===== src/rtl/linear_layer_fifo_pkg.sv =====
// -----------------------------------------------------------------------------
// linear_layer_fifo_pkg
// Shared helpers for the start-token FIFOs of the Linear_Layer_i4xi4 dataflow
// region: the occupancy-counter width and the legality test for the
// DEPTH / ADDR_WIDTH parameter pair.
// -----------------------------------------------------------------------------
package linear_layer_fifo_pkg;

  // Occupancy counter must hold 0..DEPTH, and DEPTH may equal 2**ADDR_WIDTH,
  // so it needs one bit more than the read address.
  function automatic int count_width(input int addr_width);
    return addr_width + 1;
  endfunction

  // True when DEPTH fits the read address and the FIFO holds at least a word.
  function automatic bit fifo_params_ok(input int depth, input int addr_width);
    return (depth >= 1) && (addr_width >= 1) && (depth <= (1 << addr_width));
  endfunction

endpackage : linear_layer_fifo_pkg


===== src/rtl/start_fifo_srl_storage.sv =====
// -----------------------------------------------------------------------------
// start_fifo_srl_storage
// Shift-register storage for the start-token FIFO. A write shifts every entry
// up by one and loads din into entry 0; the read port is an asynchronous
// indexed mux over the entries.
//
// Ports:
//   clk   in   rising-edge clock
//   we    in   shift enable (qualified push from the controller)
//   addr  in   read index, ADDR_WIDTH bits
//   din   in   word loaded into entry 0 on a shift
//   dout  out  entry[addr], combinational
// -----------------------------------------------------------------------------
module start_fifo_srl_storage #(
  parameter int DATA_WIDTH = 1,
  parameter int ADDR_WIDTH = 1,
  parameter int DEPTH      = 2
) (
  input  logic                  clk,
  input  logic                  we,
  input  logic [ADDR_WIDTH-1:0] addr,
  input  logic [DATA_WIDTH-1:0] din,
  output logic [DATA_WIDTH-1:0] dout
);

  logic [DATA_WIDTH-1:0] mem_q [DEPTH];
  logic [DATA_WIDTH-1:0] mem_d [DEPTH];

  always_comb begin
    mem_d = mem_q;
    if (we) begin
      mem_d[0] = din;
      for (int i = 1; i < DEPTH; i++) begin
        mem_d[i] = mem_q[i-1];
      end
    end
  end

  // NOTE: storage has no reset on purpose; validity is tracked by the
  // controller's count, so clearing the data would only add reset fan-out.
  always_ff @(posedge clk) begin
    mem_q <= mem_d;
  end

  // Explicit mux keeps the read in range even when DEPTH < 2**ADDR_WIDTH.
  always_comb begin
    dout = '0;
    for (int i = 0; i < DEPTH; i++) begin
      if (addr == ADDR_WIDTH'(i)) begin
        dout = mem_q[i];
      end
    end
  end

endmodule : start_fifo_srl_storage


===== src/rtl/start_fifo_srl_ctrl.sv =====
// -----------------------------------------------------------------------------
// start_fifo_srl_ctrl
// Control shell of the shift-register FIFO that carries start tokens between a
// *_U0 producer and the PE it launches. Tracks occupancy, decodes full/empty
// from the registered count, drives the SRL shift enable and read address.
// Read side is first-word-fall-through.
//
// Ports:
//   clk                in   rising-edge clock
//   reset_n            in   synchronous active-low reset (clears occupancy)
//   if_write_ce        in   write chip enable
//   if_write           in   write request
//   if_din             in   write data
//   if_full_n          out  high when a word can be accepted
//   if_read_ce         in   read chip enable
//   if_read            in   read request, acknowledges the current head
//   if_dout            out  head word, valid while if_empty_n is high
//   if_empty_n         out  high when if_dout is valid
//   if_num_data_valid  out  current occupancy 0..DEPTH
//   if_fifo_cap        out  constant DEPTH
// -----------------------------------------------------------------------------
module start_fifo_srl_ctrl
  import linear_layer_fifo_pkg::*;
#(
  parameter int DATA_WIDTH = 1,
  parameter int ADDR_WIDTH = 1,
  parameter int DEPTH      = 2
) (
  input  logic                  clk,
  input  logic                  reset_n,
  input  logic                  if_write_ce,
  input  logic                  if_write,
  input  logic [DATA_WIDTH-1:0] if_din,
  output logic                  if_full_n,
  input  logic                  if_read_ce,
  input  logic                  if_read,
  output logic [DATA_WIDTH-1:0] if_dout,
  output logic                  if_empty_n,
  output logic [ADDR_WIDTH:0]   if_num_data_valid,
  output logic [ADDR_WIDTH:0]   if_fifo_cap
);

  localparam int                  CW      = count_width(ADDR_WIDTH);
  localparam logic [CW-1:0]       DEPTH_C = CW'(DEPTH);
  localparam logic [CW-1:0]       ONE_C   = CW'(1);
  localparam logic [ADDR_WIDTH-1:0] ADDR_ONE_C = ADDR_WIDTH'(1);

  if (!fifo_params_ok(DEPTH, ADDR_WIDTH)) begin : g_param_check
    $error("start_fifo_srl_ctrl: need 1 <= DEPTH <= 2**ADDR_WIDTH");
  end

  logic [CW-1:0]         count_q;
  logic [CW-1:0]         count_d;
  logic                  push;
  logic                  pop;
  logic [ADDR_WIDTH-1:0] rd_addr;

  // Flags come from the register alone, so there is no path from the request
  // inputs to full/empty.
  assign if_empty_n = (count_q != '0);
  assign if_full_n  = (count_q != DEPTH_C);

  assign push = if_write_ce & if_write & if_full_n;
  assign pop  = if_read_ce  & if_read  & if_empty_n;

  // NOTE: every always_comb output gets a default first, so no path leaves it
  // unassigned and no latch is inferred.
  always_comb begin
    count_d = count_q;
    unique case ({push, pop})
      2'b10:   count_d = count_q + ONE_C;
      2'b01:   count_d = count_q - ONE_C;
      default: count_d = count_q;  // idle, or shift+discard keeps the head at count-1
    endcase
  end

  // NOTE: state registers use non-blocking assignments so every flop samples
  // pre-edge values regardless of block ordering.
  always_ff @(posedge clk) begin
    if (!reset_n) begin
      count_q <= '0;
    end else begin
      count_q <= count_d;
    end
  end

  // Oldest entry sits at count-1. Using only the low bits is exact: when
  // count == 2**ADDR_WIDTH the low bits are zero and the decrement wraps to
  // the top index.
  always_comb begin
    rd_addr = '0;
    if (if_empty_n) begin
      rd_addr = count_q[ADDR_WIDTH-1:0] - ADDR_ONE_C;
    end
  end

  start_fifo_srl_storage #(
    .DATA_WIDTH (DATA_WIDTH),
    .ADDR_WIDTH (ADDR_WIDTH),
    .DEPTH      (DEPTH)
  ) u_storage (
    .clk  (clk),
    .we   (push),
    .addr (rd_addr),
    .din  (if_din),
    .dout (if_dout)
  );

  assign if_num_data_valid = count_q;
  assign if_fifo_cap       = DEPTH_C;

endmodule : start_fifo_srl_ctrl


===== config.mk =====
export PLATFORM = sky130hd
export DESIGN_NAME = start_fifo_srl_ctrl
export DESIGN_NICKNAME = d
export VERILOG_FILES = /design/src/rtl/linear_layer_fifo_pkg.sv /design/src/rtl/start_fifo_srl_storage.sv /design/src/rtl/start_fifo_srl_ctrl.sv
export SDC_FILE = /design/constraint.sdc
export NUM_CORES = 1
export LEC_CHECK = 0
export BUFFER_PORTS_ARGS = -buffer_cell sky130_fd_sc_hd__clkbuf_2
export CAP_MARGIN = 20
export CORE_AREA = 2 2 39 41
export DETAILED_ROUTE_END_ITERATION = 7
export DIE_AREA = 0 0 41 43
export HOLD_SLACK_MARGIN = 0.03
export PLACE_DENSITY_LB_ADDON = 0.05
export SLEW_MARGIN = 20
export SYNTH_ARGS = -nofsm -noshare
export SYNTH_HDL_FRONTEND = slang
export SYNTH_SLANG_ARGS = --single-unit

===== constraint.sdc =====
create_clock -name clk -period 2.5 [get_ports clk]
set_input_delay 0.375 -clock clk [delete_from_list [all_inputs] [get_ports clk]]
set_output_delay 0.375 -clock clk [all_outputs]
set_load 0.01 [all_outputs]

==> results of run 1 <==
[per-layer routing]
| metal | wire length, um | GRT usage [%] |
|---|---|---|
| met3 | 42 | 4.71 |
| met1 | 176 | 6.77 |
| met5 | 0 | 0 |
| met4 | 0 | 4.00 |
| met2 | 190 | 6.88 |
[cells in the mapped netlist]
cell type  instances
or2_2              1
dfxtp_1            2
a21boi_1           1
or3_1              1
conb_1             2
nand2b_2           1
o21ai_0            1
inv_1              1
and3_1             1
nand3_1            1
ha_1               1
mux2_1             1
buf_4              2
xnor2_1            2
and2_1             1
edfxtp_1           2
[area by class of cell]
cell class / count / area [um^2]
Fill cell: 158 / 1080
Sequential cell: 4 / 100
Multi-Input combinational cell: 14 / 100
Timing Repair Buffer: 11 / 55.1
Clock buffer: 4 / 26.3
Tap cell: 16 / 20.0
Inverter: 1 / 3.75
[final timing paths]
check	endpoint	slack (ns)
setup / recovery	if_num_data_valid[1]	0.80
hold / removal	u_storage.mem_q[1]	0.31
setup reg to reg	if_num_data_valid[1]	0.80
hold reg to reg	u_storage.mem_q[0]	0.46
[report_power, final]
part / switching (uW) / internal, uW
Sequential: 6.32 / 75.6
Clock: 26.3 / 59.8
Combinational: 22.4 / 25.7
[critical path: cells and delay by family (launching register included)]
kind	cells	cell delay, ns
DFF	1	0.33
AOI/OAI and AO/OA	1	0.14
and+or+nand+nor	3	0.86
adders and majority gates	1	0.31
[metrics by stage]
step	util [%]	instances
after floorplan	-	21
after global routing	22.1	50
after CTS	22.1	50
after detailed placement	20.2	46
final	22.1	50
after global placement	20.2	46
[kinds of logic after synthesis]
group / after synthesis
buf+inv: 3
simple gates: 6
flops: 4
other cells: 2
mux: 1
xor+xnor: 2
compound gates: 2
fa+ha+maj: 1
[flip-flops by register name, summed over array words and instances, names as in the netlist]
name / cells
if_num_data_valid: 2
u_storage.mem_q: 2
==> impl_metrics.py, run 1 <==
metrics = {
    "outcome": {
        "run_status": "complete, no violations",
    },
    "worst_setup_path": {
        "cp_slowest_stage_delay_ns": 0.36,
        "crit_arrival_ns": 1.86,
        "cp_cell_sequence": "or2_2 -> and3_1 -> ha_1 -> or3_1 -> a21boi_1",
        "rr_worst_depth": 5,
        "r2r_start": "if_num_data_valid[1]",
        "cp.required_ns": 2.66,
        "crit_path_max_fanout": 5,
        "cp-start-kind": "flip-flop",
        "crit_path_end_kind": "flip-flop",
        "cpMaxStageDelayCell": "or3_1",
        "critPathLaunch": "if_num_data_valid[1]",
        "critPathKind": "flip-flop to flip-flop",
    },
    "final_layout": {
        "finish.instance_area_um2": 305,
        "layout-drive-gt1-share_pct": 47.1,
        "diodes": 0,
        "layout_common_cells": "clkbuf_2, clkbuf_4",
        "mostFrequentLayoutCell": "clkbuf_2",
        "area_growth_pct": 39.4,
        "num-nets-final": 43,
    },
    "synth": {
        "ys_warn_count": 0,
        "synth-seq-cells": 4,
        "synth_top_area_share_pct": 27.4,
        "synth_compound_area_share_pct": 5.71,
        "yosysSeqAreaShare_pct": 45.7,
        "yosys.area.top_type": "edfxtp_1",
        "synth_xor_area_share_pct": 8.00,
        "ys_top_cells_by_area": "edfxtp_1, dfxtp_1, xnor2_1",
        "avgSynthCellArea_um2": 10.4,
        "synth_top_family_by_area": "simple AND/OR/NAND/NOR gates",
        "synthDistinctLibCells": 16,
        "netlist_area_um2": 219,
        "synthAdderAreaFrac_pct": 5.71,
        "muxShareOfSynthArea_pct": 5.14,
        "syn_inst": 21,
        "synthSimpleGateAreaFrac_pct": 17.7,
        "syn_nets": 29,
    },
    "pwr": {
        "ir_drop_mv": 0.181,
        "p_total_uw": 216,
        "powerDensity_mw_per_mm2": 708,
        "leakage_uw": 0.000147,
    },
    "cts": {
        "clockBufferDepth": 2,
        "ctsResizeCount": 0,
        "cts-root-buf": "clkbuf_4",
        "cts_sinks": 4,
        "cts_made_buffers": 3,
        "post_cts_buffers": 0,
        "tritoncts": "built",
        "htree_levels": 1,
        "cts.reportedPaths.clkPinSlew_ns": 0.04,
        "clock_latency_ns": 0.24,
        "hold_buffers": 0,
    },
    "run": {
        "maxCapViolCount": 0,
    },
    "place": {
        "placed_area_um2": 279,
        "numPortBuffers": 11,
        "gp_congestion": 0.550,
        "place_ws_ns": 0.808,
    },
    "hold_path": {
        "hold_path_startpoint": "if_din",
        "min_path_cells": 1,
        "hp-class": "primary input to flip-flop",
    },
    "floorplanning": {
        "die_h_um": 43,
        "dieWidth_um": 41,
        "rows": 14,
        "die_area_mm2": 0.00176,
        "core-area_mm2": 0.00138,
        "io_pins": 14,
        "start_util_pct": 15.8,
    },
    "detailed_routing": {
        "num_vias": 170,
        "viasPerCell": 3.40,
        "first_pass_iters": 2,
        "drc_errors": 0,
        "drtIter0Drc": 3,
        "ant_nets": 0,
        "detail_route.wl_per_cell_um": 8.18,
        "routed_wl_um": 409,
    },
    "sta": {
        "period_share_pct": 68.1,
        "whs_ns": 0.314,
        "worst_slack_ns": 0.796,
        "tns_ns": 0,
        "final-hold-violation-count": 0,
        "rsz0062_at_grt": "false",
        "maxSlewViolCount": 0,
        "setup_violations": 0,
        "min_period_ns": 1.70,
        "finClkSkew_ns": 0.00951,
        "fmax_ghz": 0.587,
    },
    "global_routing": {
        "grt_pass1_wl_um": 641,
        "antenna_found_initial": 0,
        "grt_start_max_net_pins": 6,
        "grt_pass1_vias": 160,
        "overflow": 0,
        "grt_usage_pct": 5.83,
    },
}
(Power assumes the default switching activity.)
==> inputs of run 2 (changes only) <==
--- a/config.mk
+++ b/config.mk
@@ -5,6 +5,7 @@
 export SDC_FILE = /design/constraint.sdc
 export NUM_CORES = 1
 export LEC_CHECK = 0
+export ABC_AREA = 1
 export BUFFER_PORTS_ARGS = -buffer_cell sky130_fd_sc_hd__clkbuf_2
 export CAP_MARGIN = 20
 export CORE_AREA = 2 2 39 41
==> constraint.sdc (replaced) <==
create_clock -name clk -period 1.5 [get_ports clk]
set_input_delay 0.225 -clock clk [delete_from_list [all_inputs] [get_ports clk]]
set_output_delay 0.225 -clock clk [all_outputs]
set_load 0.01 [all_outputs]
==> run 2 against run 1 <==
Critical path depth increased by 4. Cell count increased by 24%. Utilization increased by 1.6 points. Fmax increased by 29%. Area after synthesis increased by 9.7%. Worst setup slack got worse by 0.62 ns. Clock skew decreased by 0.0058 ns. Sequential share of layout area decreased by 1.9 points. Die area unchanged. Critical endpoint unchanged. Worst hold slack got worse by 0.15 ns. Sequential power increased by 62%. First-iteration DRC count decreased by 100%.
==> impl_metrics.py, run 2 <==
metrics = {
    "synth": {
        "yosysSeqAreaShare_pct": 41.7,
        "muxShareOfSynthArea_pct": 0,
        "synth_compound_area_share_pct": 4.17,
        "synthAdderAreaFrac_pct": 5.21,
        "synth_top_family_by_area": "simple AND/OR/NAND/NOR gates",
        "synth_ff_type": "edfxtp_1",
        "async_flop_share_pct": 0,
        "synthDistinctLibCells": 15,
        "syn_inst": 33,
        "synth-seq-cells": 4,
        "synthSimpleGateAreaFrac_pct": 31.8,
        "synth.most_common_cell": "nand2_1",
        "netlist_area_um2": 240,
        "ys_top_cells_by_area": "edfxtp_1, dfxtp_1, nand2_1",
        "synth_xor_area_share_pct": 0,
        "yosys.area.top_type": "edfxtp_1",
        "avgSynthCellArea_um2": 7.28,
        "ys_warn_count": 0,
        "synthTopCellsByCount": "nand2_1, nor2_1, inv_1",
        "synth_edf_count": 2,
        "syn_nets": 41,
        "synth_top_area_share_pct": 25.0,
    },
    "final_layout": {
        "fillers": 158,
        "area_growth_pct": 36.5,
        "mostFrequentLayoutCell": "clkbuf_2",
        "layout-drive-gt1-share_pct": 39.1,
        "layout_common_cells": "clkbuf_2, nand2_1, nor2_1",
        "diodes": 0,
        "seqCellArea_um2": 101,
        "num-nets-final": 55,
        "multi_input_area_um2": 106,
    },
    "global_routing": {
        "overflow": 0,
        "grt_pass1_wl_um": 738,
        "grt_usage_pct": 6.93,
        "antenna_found_initial": 0,
        "grt_pass1_vias": 194,
        "grt_start_max_net_pins": 7,
    },
    "sta": {
        "finClkSkew_ns": 0.00373,
        "final-hold-violation-count": 0,
        "rsz0062_at_grt": "false",
        "maxSlewViolCount": 0,
        "min_period_ns": 1.32,
        "whs_ns": 0.163,
        "fmax_ghz": 0.757,
        "setup_violations": 0,
        "period_share_pct": 88.1,
        "tns_ns": 0,
    },
    "place": {
        "gp_congestion": 0.657,
        "numPortBuffers": 11,
        "dp_hpwl_um": 383,
    },
    "detailed_routing": {
        "drtIter0Drc": 0,
        "drc_errors": 0,
        "first_pass_iters": 1,
        "ant_nets": 0,
        "num_vias": 229,
        "routed_wl_um": 463,
        "detail_route.wl_per_cell_um": 7.47,
        "viasPerCell": 3.69,
    },
    "pwr": {
        "p_clk_share_pct": 42.1,
        "switching_share_pct": 26.8,
        "p_sw_uw": 92.4,
        "combPwrFrac_pct": 19.3,
        "p_int_uw": 252,
        "seq_power_share_pct": 38.6,
        "leakage_uw": 0.000176,
        "powerDensity_mw_per_mm2": 1050,
        "ir_drop_mv": 0.289,
    },
    "cts": {
        "clockBufferDepth": 2,
        "cts.reportedPaths.clkPinSlew_ns": 0.04,
        "cts_sinks": 4,
        "cts-root-buf": "clkbuf_4",
        "htree_levels": 1,
        "tritoncts": "built",
        "hold_buffers": 0,
        "cts_made_buffers": 3,
        "clock_latency_ns": 0.23,
    },
    "hold_path": {
        "hp-class": "primary input to flip-flop",
    },
    "worst_setup_path": {
        "regToRegSetupSlack_ns": 0.18,
        "crit_path_end_kind": "flip-flop",
        "crit_arrival_ns": 1.49,
        "cp-start-kind": "flip-flop",
        "cp.required_ns": 1.67,
        "crit_path_max_fanout": 5,
        "critPathKind": "flip-flop to flip-flop",
    },
    "floorplanning": {
        "die_h_um": 43,
        "dieWidth_um": 41,
        "rows": 14,
        "io_pins": 14,
        "start_util_pct": 17.4,
        "core-area_mm2": 0.00138,
        "die_area_mm2": 0.00176,
    },
    "outcome": {
        "run_status": "complete, no violations",
    },
    "run": {
        "maxCapViolCount": 0,
    },
}
==> run 2: cell count changes after synthesis, sizes merged, moves of 2 or more <==
cell / change
xnor2: -2
nor2: +6
inv: +4
nand2: +8
==> run 2: power by group through the flow <==
stage          Combinational, uW  Clock [uW]  Sequential [uW]
2_1_floorplan               43.4           0              135
3_3_place_gp                69.0           0              134
3_5_place_dp                67.7           0              134
4_1_cts                     68.0         154              133
5_1_grt                     79.0         162              134
6_report                    66.6         145              133
==> run 2: cell type report <==
class,instances,share of cell area [%]
repair buffers,11,16.8
clock buffers,4,8.02
multi-input cells,22,32.4
well taps,16,6.11
flip-flops and latches,4,30.9
inverters,5,5.73
==> run 2: layer usage <==
layer	part of all wire, %	track usage, %	wire [um]	up-vias
met4	0	8.00	0	0
met3	8.6	4.71	40	0
li1	-	-	-	125
met2	46	8.44	213	9
met1	45	6.75	209	95
met5	0	0	0	-
==> run 2: critical path, cell delays in order, from the launching register on <==
cell,delay [ns]
dfxtp_2,0.36
inv_2,0.07
nand2_2,0.08
nand3_2,0.08
ha_1,0.32
inv_1,0.08
nand2_1,0.05
nor2_1,0.08
nor2_1,0.04
nor2_1,0.11
==> run 2: cell families after synthesis <==
family	Yosys count
AO/OA/AOI/OAI	2
adder cells (fa/ha/maj)	1
buffers and inverters	7
flip-flops	4
other	2
AND/OR/NAND/NOR	17
==> run 2: worst paths after layout <==
check,from,end,depth (start not counted)
worst max-delay path,if_num_data_valid[0],if_num_data_valid[1],9
worst min-delay path,if_din,u_storage.mem_q[1],1
worst max register to register,if_num_data_valid[0],if_num_data_valid[1],9
worst min register to register,u_storage.mem_q[1],u_storage.mem_q[0],0
==> run 2: timing repair <==
action	CTS	global route
buffers inserted	0	0
gates resized for setup	0	1
endpoints found under the setup margin	0	1
==> run 2: through the flow <==
| stage | std cells | utilization, % | area, um^2 | power (uW) | worst slack [ns] |
|---|---|---|---|---|---|
| after global placement | 58 | 21.7 | 300 | 203 | 0.114 |
| after CTS | 62 | 23.6 | 327 | 354 | 0.101 |
| after floorplan | 33 | - | 240 | 178 | 0.134 |
| after detailed placement | 58 | 21.7 | 300 | 202 | 0.112 |
| final | 62 | 23.7 | 328 | 345 | 0.178 |
| after global routing | 62 | 23.7 | 328 | 376 | 0.0526 |
